File: src/rtl/store_port_responder.sv
// Responder end of the D$ store request port: queues granted writes in a FIFO and
// drains them one at a time onto a req/gnt/ack memory write interface.
module store_port_responder #(
  parameter int unsigned INDEX_W = 12,
  parameter int unsigned TAG_W   = 44,
  parameter int unsigned DATA_W  = 64,
  parameter int unsigned DEPTH   = 4
) (
  input  logic                      clk_i,
  input  logic                      rst_ni,
  input  logic                      data_req_i,
  input  logic                      data_we_i,
  input  logic                      kill_req_i,
  input  logic [INDEX_W-1:0]        address_index_i,
  input  logic [TAG_W-1:0]          address_tag_i,
  input  logic [DATA_W-1:0]         data_wdata_i,
  input  logic [DATA_W/8-1:0]       data_be_i,
  input  logic [1:0]                data_size_i,
  output logic                      data_gnt_o,
  output logic                      data_rvalid_o,
  output logic                      mem_req_o,
  output logic [TAG_W+INDEX_W-1:0]  mem_addr_o,
  output logic [DATA_W-1:0]         mem_wdata_o,
  output logic [DATA_W/8-1:0]       mem_be_o,
  output logic [1:0]                mem_size_o,
  input  logic                      mem_gnt_i,
  input  logic                      mem_ack_i,
  input  logic [11:0]               page_offset_i,
  output logic                      page_offset_matches_o,
  output logic                      empty_o,
  output logic [1:0]                dbg_state_o
);

  localparam int unsigned ADDR_W = TAG_W + INDEX_W;
  localparam int unsigned BE_W   = DATA_W / 8;
  localparam int unsigned PTR_W  = $clog2(DEPTH);
  localparam int unsigned CNT_W  = PTR_W + 1;
  localparam logic [CNT_W-1:0] DEPTH_C = CNT_W'(DEPTH);

  // Handshakes: store side is accepted in the cycle data_req_i & data_gnt_o; memory side
  // transfers the head entry in the cycle mem_req_o & mem_gnt_i and retires it on mem_ack_i.
  typedef enum logic [1:0] {
    S_IDLE = 2'd0,
    S_REQ  = 2'd1,
    S_WAIT = 2'd2
  } state_e;

  state_e state_q, state_n;

  logic [ADDR_W-1:0] addr_q  [DEPTH];
  logic [DATA_W-1:0] wdata_q [DEPTH];
  logic [BE_W-1:0]   be_q    [DEPTH];
  logic [1:0]        size_q  [DEPTH];
  logic [DEPTH-1:0]  valid_q;

  logic [PTR_W-1:0]  wr_ptr_q, rd_ptr_q;
  logic [CNT_W-1:0]  count_q, count_n;
  logic              push, pop;
  logic              rvalid_q;

  logic unused_inputs;
  assign unused_inputs = ^{kill_req_i, page_offset_i[2:0]};

  // Grant looks only at the registered count, so a same-cycle pop never frees a slot.
  assign push       = data_req_i & data_we_i & (count_q < DEPTH_C);
  assign pop        = (state_q == S_WAIT) & mem_ack_i;
  assign count_n    = count_q + CNT_W'(push) - CNT_W'(pop);
  assign data_gnt_o = push;

  always_ff @(posedge clk_i or negedge rst_ni) begin
    if (!rst_ni) begin
      wr_ptr_q <= '0;
      rd_ptr_q <= '0;
      count_q  <= '0;
      rvalid_q <= 1'b0;
    end else begin
      count_q  <= count_n;
      rvalid_q <= push;
      if (push) wr_ptr_q <= wr_ptr_q + PTR_W'(1);
      if (pop)  rd_ptr_q <= rd_ptr_q + PTR_W'(1);
    end
  end

  assign data_rvalid_o = rvalid_q;

  always_ff @(posedge clk_i or negedge rst_ni) begin
    if (!rst_ni) begin
      for (int i = 0; i < DEPTH; i++) begin
        addr_q[i]  <= '0;
        wdata_q[i] <= '0;
        be_q[i]    <= '0;
        size_q[i]  <= '0;
      end
      valid_q <= '0;
    end else begin
      if (push) begin
        addr_q[wr_ptr_q]  <= {address_tag_i, address_index_i};
        wdata_q[wr_ptr_q] <= data_wdata_i;
        be_q[wr_ptr_q]    <= data_be_i;
        size_q[wr_ptr_q]  <= data_size_i;
        valid_q[wr_ptr_q] <= 1'b1;
      end
      if (pop) valid_q[rd_ptr_q] <= 1'b0;
    end
  end

  always_ff @(posedge clk_i or negedge rst_ni) begin
    if (!rst_ni) state_q <= S_IDLE;
    else         state_q <= state_n;
  end

  always_comb begin
    state_n   = state_q;
    mem_req_o = 1'b0;
    unique case (state_q)
      S_IDLE: if (count_q != '0) state_n = S_REQ;
      S_REQ: begin
        mem_req_o = 1'b1;
        if (mem_gnt_i) state_n = S_WAIT;
      end
      S_WAIT: if (mem_ack_i) state_n = (count_n != '0) ? S_REQ : S_IDLE;
      default: state_n = S_IDLE;
    endcase
  end

  // Head fields come straight from storage; the head slot cannot be overwritten while queued.
  assign mem_addr_o  = addr_q[rd_ptr_q];
  assign mem_wdata_o = wdata_q[rd_ptr_q];
  assign mem_be_o    = be_q[rd_ptr_q];
  assign mem_size_o  = size_q[rd_ptr_q];

  assign empty_o     = (count_q == '0) & (state_q == S_IDLE);
  assign dbg_state_o = state_q;

  // Entries keep matching through REQ and WAIT until their ack clears the valid bit.
  always_comb begin
    page_offset_matches_o = 1'b0;
    for (int i = 0; i < DEPTH; i++) begin
      if (valid_q[i] && (addr_q[i][11:3] == page_offset_i[11:3])) page_offset_matches_o = 1'b1;
    end
  end

  a_count_bound : assert property (@(posedge clk_i) disable iff (!rst_ni) count_q <= DEPTH_C);

  a_req_stable : assert property (@(posedge clk_i) disable iff (!rst_ni)
    (mem_req_o && !mem_gnt_i) |=> (mem_req_o && $stable(mem_addr_o) && $stable(mem_wdata_o)));

endmodule
File: config.mk
export PLATFORM = sky130hd
export DESIGN_NAME = store_port_responder
export DESIGN_NICKNAME = d
export VERILOG_FILES = /design/src/rtl/store_port_responder.sv
export SDC_FILE = /design/constraint.sdc
export NUM_CORES = 1
export LEC_CHECK = 0
export BUFFER_PORTS_ARGS = -buffer_cell sky130_fd_sc_hd__buf_2
export CAP_MARGIN = 5
export CORE_MARGIN = 5
export CORE_UTILIZATION = 60
export CTS_BUF_LIST = sky130_fd_sc_hd__clkbuf_4 sky130_fd_sc_hd__clkbuf_8
export DETAILED_ROUTE_END_ITERATION = 12
export PLACE_DENSITY = 0.82
export SLEW_MARGIN = 20
export SYNTH_ARGS = -nofsm -noshare
export SYNTH_HDL_FRONTEND = slang
export SYNTH_SLANG_ARGS = --single-unit
export TNS_END_PERCENT = 10
File: constraint.sdc
create_clock -name clk_i -period 3.05 [get_ports clk_i]
set_input_delay 0.915 -clock clk_i [delete_from_list [all_inputs] [get_ports clk_i]]
set_output_delay 0.915 -clock clk_i [all_outputs]
set_load 0.05 [all_outputs]
==> results.py, run 1 <==
metrics = {
    "flow_run": {
        "maxCapViolCount": 0,
    },
    "synth": {
        "yosys.area_share.simple": 0.00655,
        "syn-num-nets": 1532,
        "synth_area_leader_cell": "dfrtp_1",
        "synthCells": 1373,
        "synth_xor_xnor_area_share": 0.0148,
        "synth_compound_area_frac": 0.00356,
        "synth_top_family_by_area": "multiplexers",
        "synth-main-ff-cell": "dfrtp_1",
        "yosysMostFrequentCell": "dfrtp_1",
        "synthArstFlopShare": 1.00,
        "yosys.area_share.adder": 0.00547,
        "synth_warnings": 0,
        "synth_seq_area_share": 0.551,
        "synth_top_area_share": 0.551,
        "syn_avg_cell_area_um2": 17.7,
        "synth.mux.area_fraction": 0.393,
        "syn-cell-area_mm2": 0.0243,
        "synth.cells.most_frequent": "dfrtp_1 (534), mux2_2 (320), mux2_4 (200)",
        "synth_top_cells_by_area": "dfrtp_1 (55%), mux2_2 (15%), mux2_4 (12%)",
        "synth-edff-count": 0,
        "yosysUniqueCellTypes": 31,
        "ys_ff_latch": 534,
    },
    "worst_setup_path": {
        "cp_max_fo": 14,
        "crit_type": "reg -> out",
        "worstSetupEndpointType": "primary output",
        "crit_arrival_ns": 2.23,
        "worst-endpoint-required_ns": 2.13,
        "critPathLaunchType": "flop",
    },
    "sta": {
        "max-slew-margin-rel": 0.585,
        "finalCriticalPeriod_ns": 3.14,
        "whs_ns": 0.261,
        "slew_viol_final": 0,
        "setup_tns_ns": -5.32,
        "worst_pin_slew_ns": 0.623,
        "grt_setup_unrepaired": "yes",
        "setup_viol": 112,
        "finalCritPeriodShare": 1.03,
        "fmaxAchievable_ghz": 0.318,
        "postLayoutSetupSlackWorst_ns": -0.0943,
        "skew_ns": 0.0177,
        "finalHoldViolCount": 0,
    },
    "min_path": {
        "hold_class": "in -> async",
    },
    "detailed_routing": {
        "routed_wl_um": 56400,
        "post_drt_via_cell_ratio": 5.91,
        "drc": 0,
        "via_count": 13800,
        "first_pass_iters": 5,
        "postRouteAntennaNets": 0,
        "wl_per_cell_um": 24.2,
        "drtIter0Drc": 925,
    },
    "clocking": {
        "clock-root-buffer": "clkbuf_8",
        "cts_hold_buf": 0,
        "insertion_delay_ns": 0.63,
        "cts_sinks": 534,
        "h-tree-depth": 3,
        "clkSlewWorstSetupHoldPaths_ns": 0.07,
        "numCtsBuffers": 84,
        "clk_path_buf_depth": 3,
        "cts_tree": "built",
    },
    "layout": {
        "nets": 1891,
        "multiInputGateArea_mm2": 0.0103,
        "drive_above_1_share": 0.651,
        "area_growth_syn_to_layout_pct": 21.9,
        "seqCellArea_mm2": 0.0134,
        "fill_cells": 2285,
    },
    "floorplanning": {
        "core-area_mm2": 0.0398,
        "initial_core_util": 0.609,
        "die_h_um": 211,
        "die_w_um": 211,
        "die_area_mm2": 0.0445,
        "io_pins": 286,
        "rows": 73,
    },
    "grt": {
        "grt_max_degree": 77,
        "antenna_found_initial": 12,
        "grt_pass1_vias": 15700,
        "track_usage": 0.256,
        "grt_pass1_wl_um": 89800,
        "grt_overflow": 0,
    },
    "status": {
        "violations": "negative setup slack",
        "status": "finished, violations left",
    },
    "place": {
        "place_hpwl_um": 34900,
        "place_congestion": 0.783,
        "port_buffers": 281,
    },
}
stage by stage:
step	util	std cells	area [µm²]	setup WS, ns
final	0.743	2327	29600	-0.0943
after global placement	0.669	2154	26600	0.0274
after floorplan	-	1373	24300	0.105
after detailed placement	0.669	2154	26600	0.0148
after CTS	0.736	2307	29300	-0.191
after global routing	0.742	2324	29600	-0.191
cell type report:
class / count / area share
sequential: 534 / 0.452
multi-input combinational: 746 / 0.349
timing repair buffer: 361 / 0.113
clock buffer: 136 / 0.0574
tap: 525 / 0.0222
clock inverter: 11 / 0.00449
antenna: 9 / 0.000762
inverter: 5 / 0.000635
cells by family after synthesis:
family                   count (synthesis)
multiplexers                           650
flip-flops                             534
buffers and inverters                   93
XOR/XNOR                                41
AND/OR/NAND/NOR                         30
AO/OA/AOI/OAI                           15
adder cells (fa/ha/maj)                 10
layout by cell type, fill, tap and decap left out, types with 3 or more instances in the layout:
| cell | instances |
|---|---|
| ha_1 | 9 |
| nand4_1 | 4 |
| buf_6 | 112 |
| nand2_1 | 6 |
| clkinv_2 | 7 |
| buf_8 | 3 |
| mux2_4 | 200 |
| a21oi_1 | 8 |
| mux2_2 | 320 |
| dfrtp_1 | 532 |
| o21ai_0 | 3 |
| diode_2 | 9 |
| clkbuf_8 | 108 |
| mux4_2 | 130 |
| clkbuf_4 | 28 |
| bufinv_16 | 3 |
| buf_4 | 57 |
| inv_1 | 5 |
| nor4_1 | 4 |
| xor2_1 | 26 |
| buf_2 | 148 |
| buf_16 | 5 |
| buf_12 | 34 |
| xnor2_1 | 15 |
critical path: stages (launching register included):
cell     delay [ns]
dfrtp_4        0.48
buf_16         0.19
buf_12         0.18
mux4_2         0.55
buf_6          0.18
final timing paths:
check,cells past startpoint,startpoint,to,slack (ns)
max in group asynchronous,2,rst_ni,wdata_q[10]$_DFFE_PN0P_,1.89
setup / recovery,4,rd_ptr_q[0]$_DFFE_PN0P_,mem_wdata_o[57],-0.09
setup reg to reg,10,dbg_state_o[1]$_DFFE_PN0P_,dbg_state_o[0]$_DFFE_PN0P_,0.58
hold / removal,1,rst_ni,wdata_q[238]$_DFFE_PN0P_,0.26
hold reg to reg,1,addr_q[31]$_DFFE_PN0P_,addr_q[31]$_DFFE_PN0P_,0.50
min in group clk_i,1,addr_q[31]$_DFFE_PN0P_,addr_q[31]$_DFFE_PN0P_,0.50
sequential cells by signal, summed over array words and instances (netlist names):
signal	flops
wdata_q	256
addr_q	224
be_q	32
size_q	8
valid_q	4
count_q	3
dbg_state_o	2
rd_ptr_q	2
wr_ptr_q	2
data_rvalid_o	1
metal layers:
metal  vias up  global-route usage  part of all wire
li1       5861                   -                 -
met1      7397               0.357              0.42
met2       382               0.410              0.50
met3       111              0.0593             0.055
met4        10              0.0729             0.023
met5         -                   0            0.0011
what timing repair did:
action,4_1_cts,5_1_grt
endpoints found under the hold margin,0,0
setup buffers,4,9
endpoints found under the setup margin,131,131
resized for setup,239,30
cloned,2,2
pin swaps,0,0
Power of run 1 is not shown: default switching activity piles up to over one toggle a cycle in this logic, so the estimate is an artifact.
==> run 2: changes to the inputs <==
==> constraint.sdc (replaced) <==
create_clock -name clk_i -period 3.8 [get_ports clk_i]
set_input_delay 0.57 -clock clk_i [delete_from_list [all_inputs] [get_ports clk_i]]
set_output_delay 0.57 -clock clk_i [all_outputs]
set_load 0.05 [all_outputs]
==> run 2 against run 1 <==
Effect of this change: the flow now finishes without violations; worst hold slack got worse by 0.11 ns; critical path depth decreased by 1; routed wire length down 6.4%; first-iteration DRC count decreased by 19%; cell count down 1.2%; clock-buffer cell count is 5 higher; largest cell class unchanged; highest routed layer unchanged.
==> results.py, run 2 (synthesized netlist as in run 1, its figures left out) <==
metrics = {
    "sta": {
        "setup_tns_ns": 0,
        "grt_setup_unrepaired": "no",
        "finalCritPeriodShare": 0.849,
        "fmaxAchievable_ghz": 0.310,
        "skew_ns": 0.0217,
        "worst_pin_slew_ns": 0.935,
        "finalCriticalPeriod_ns": 3.23,
        "max-slew-margin-rel": 0.376,
        "postLayoutSetupSlackWorst_ns": 0.574,
        "slew_viol_final": 0,
        "setup_viol": 0,
        "finalHoldViolCount": 0,
    },
    "place": {
        "place_congestion": 0.758,
        "port_buffers": 281,
        "pre_cts_slack_ns": 0.879,
        "place_hpwl_um": 33000,
        "placed_area_mm2": 0.0263,
    },
    "detailed_routing": {
        "wl_per_cell_um": 23.0,
        "drc": 0,
        "routed_wl_um": 52800,
        "postRouteAntennaNets": 0,
        "via_count": 13400,
        "first_pass_iters": 4,
        "post_drt_via_cell_ratio": 5.82,
        "drtIter0Drc": 752,
    },
    "clocking": {
        "cts_resized": 0,
        "cts_hold_buf": 0,
        "cts_sinks": 534,
        "clk_path_buf_depth": 3,
        "numCtsBuffers": 86,
        "h-tree-depth": 3,
        "cts_tree": "built",
        "cts_setup_buffers": 0,
        "clkSlewWorstSetupHoldPaths_ns": 0.06,
        "clock-root-buffer": "clkbuf_8",
        "insertion_delay_ns": 0.66,
    },
    "worst_setup_path": {
        "crit_arrival_ns": 2.66,
        "rr_startpoint": "dbg_state_o[1]$_DFFE_PN0P_",
        "worstReg2RegEnd": "dbg_state_o[0]$_DFFE_PN0P_",
        "r2r_cells": 10,
        "worst-endpoint-required_ns": 3.23,
        "critPathLaunch": "rd_ptr_q[0]$_DFFE_PN0P_",
        "r2r_setup_slack_ns": 1.03,
        "path_cells": "buf_12 -> mux4_2 -> buf_2",
        "crit_path_top_delay_cell": "dfrtp_4",
        "crit_type": "reg -> out",
        "critPathLaunchType": "flop",
        "worstSetupEndpointType": "primary output",
        "cp_max_fo": 35,
        "cpPeakStageDelay_ns": 0.81,
    },
    "layout": {
        "drive_above_1_share": 0.643,
        "top_regs": "wdata_q x256, addr_q x224, be_q x32",
        "final_common_cell": "dfrtp_1",
        "largest_reg_flops": 256,
        "final_cell_area_mm2": 0.0282,
        "regMostFlops": "wdata_q",
        "mostFrequentLayoutCells": "dfrtp_1 (532), mux2_2 (320), buf_2 (280)",
        "area_growth_syn_to_layout_pct": 16.3,
        "nets": 1854,
    },
    "min_path": {
        "hold_class": "in -> reg",
        "worstHoldStart": "mem_ack_i",
        "min_to": "dbg_state_o[1]$_DFFE_PN0P_",
        "whs_path_depth": 2,
    },
    "status": {
        "status": "complete, no violations",
    },
    "floorplanning": {
        "die_h_um": 211,
        "die_area_mm2": 0.0445,
        "rows": 73,
        "io_pins": 286,
        "initial_core_util": 0.609,
        "core-area_mm2": 0.0398,
        "die_w_um": 211,
    },
    "grt": {
        "track_usage": 0.244,
        "antenna_found_initial": 15,
        "grt_overflow": 0,
        "grt_pass1_vias": 15500,
        "grt_pass1_wl_um": 85800,
        "grt_max_degree": 110,
    },
    "flow_run": {
        "maxCapViolCount": 0,
    },
}
-- run 2: cell types whose count changed in the layout (fill, tap and decap cells not counted), moves of 3 or more --
cell,previous run,this run
clkinv_2,7,10
buf_6,112,0
buf_2,148,280
buf_16,5,0
buf_4,57,24
buf_12,34,16
clkbuf_8,108,112
-- run 2: metrics by stage --
stage / hold WS, ns / instances / util
finish: 0.153 / 2298 / 0.708
global route: 0.123 / 2296 / 0.708
CTS: 0.00205 / 2287 / 0.707
detailed placement: 0.487 / 2131 / 0.660
global placement: 0.482 / 2131 / 0.660
floorplan: 0.274 / 1373 / -
-- run 2: metal layers --
layer | vias up | part of all wire | global-route usage
met4 | 12 | 0.027 | 0.0863
li1 | 5791 | - | -
met2 | 321 | 0.48 | 0.383
met1 | 7157 | 0.43 | 0.330
met5 | - | 0.0013 | 0
met3 | 102 | 0.063 | 0.0697
-- run 2: area by class of cell --
type | instances | area, µm²
diodes | 10 | 25.0
clock buffers | 141 | 1760
clock inverters | 15 | 134
fillers | 2564 | 11600
inverters | 5 | 18.8
multi-input cells | 746 | 10300
flip-flops and latches | 534 | 13400
well taps | 525 | 657
repair buffers | 322 | 1930
-- run 2: worst max-delay path, delay by kind of cell (launching register included) --
family,cells,cell delay (ns)
flip-flops,1,0.81
buffers and inverters,2,0.60
multiplexers,1,0.58
-- run 2: worst max-delay path by stage --
stage	slack [ns]	cells after the start	end
final	0.57	3	mem_wdata_o[38]
after global placement	0.92	11	dbg_state_o[0]$_DFFE_PN0P_
after CTS	0.45	3	mem_wdata_o[38]
after detailed placement	0.88	11	dbg_state_o[0]$_DFFE_PN0P_
after global routing	0.39	3	mem_wdata_o[60]
after floorplan	1.03	10	dbg_state_o[0]$_DFFE_PN0P_
Power of run 2 is left out for the same reason.
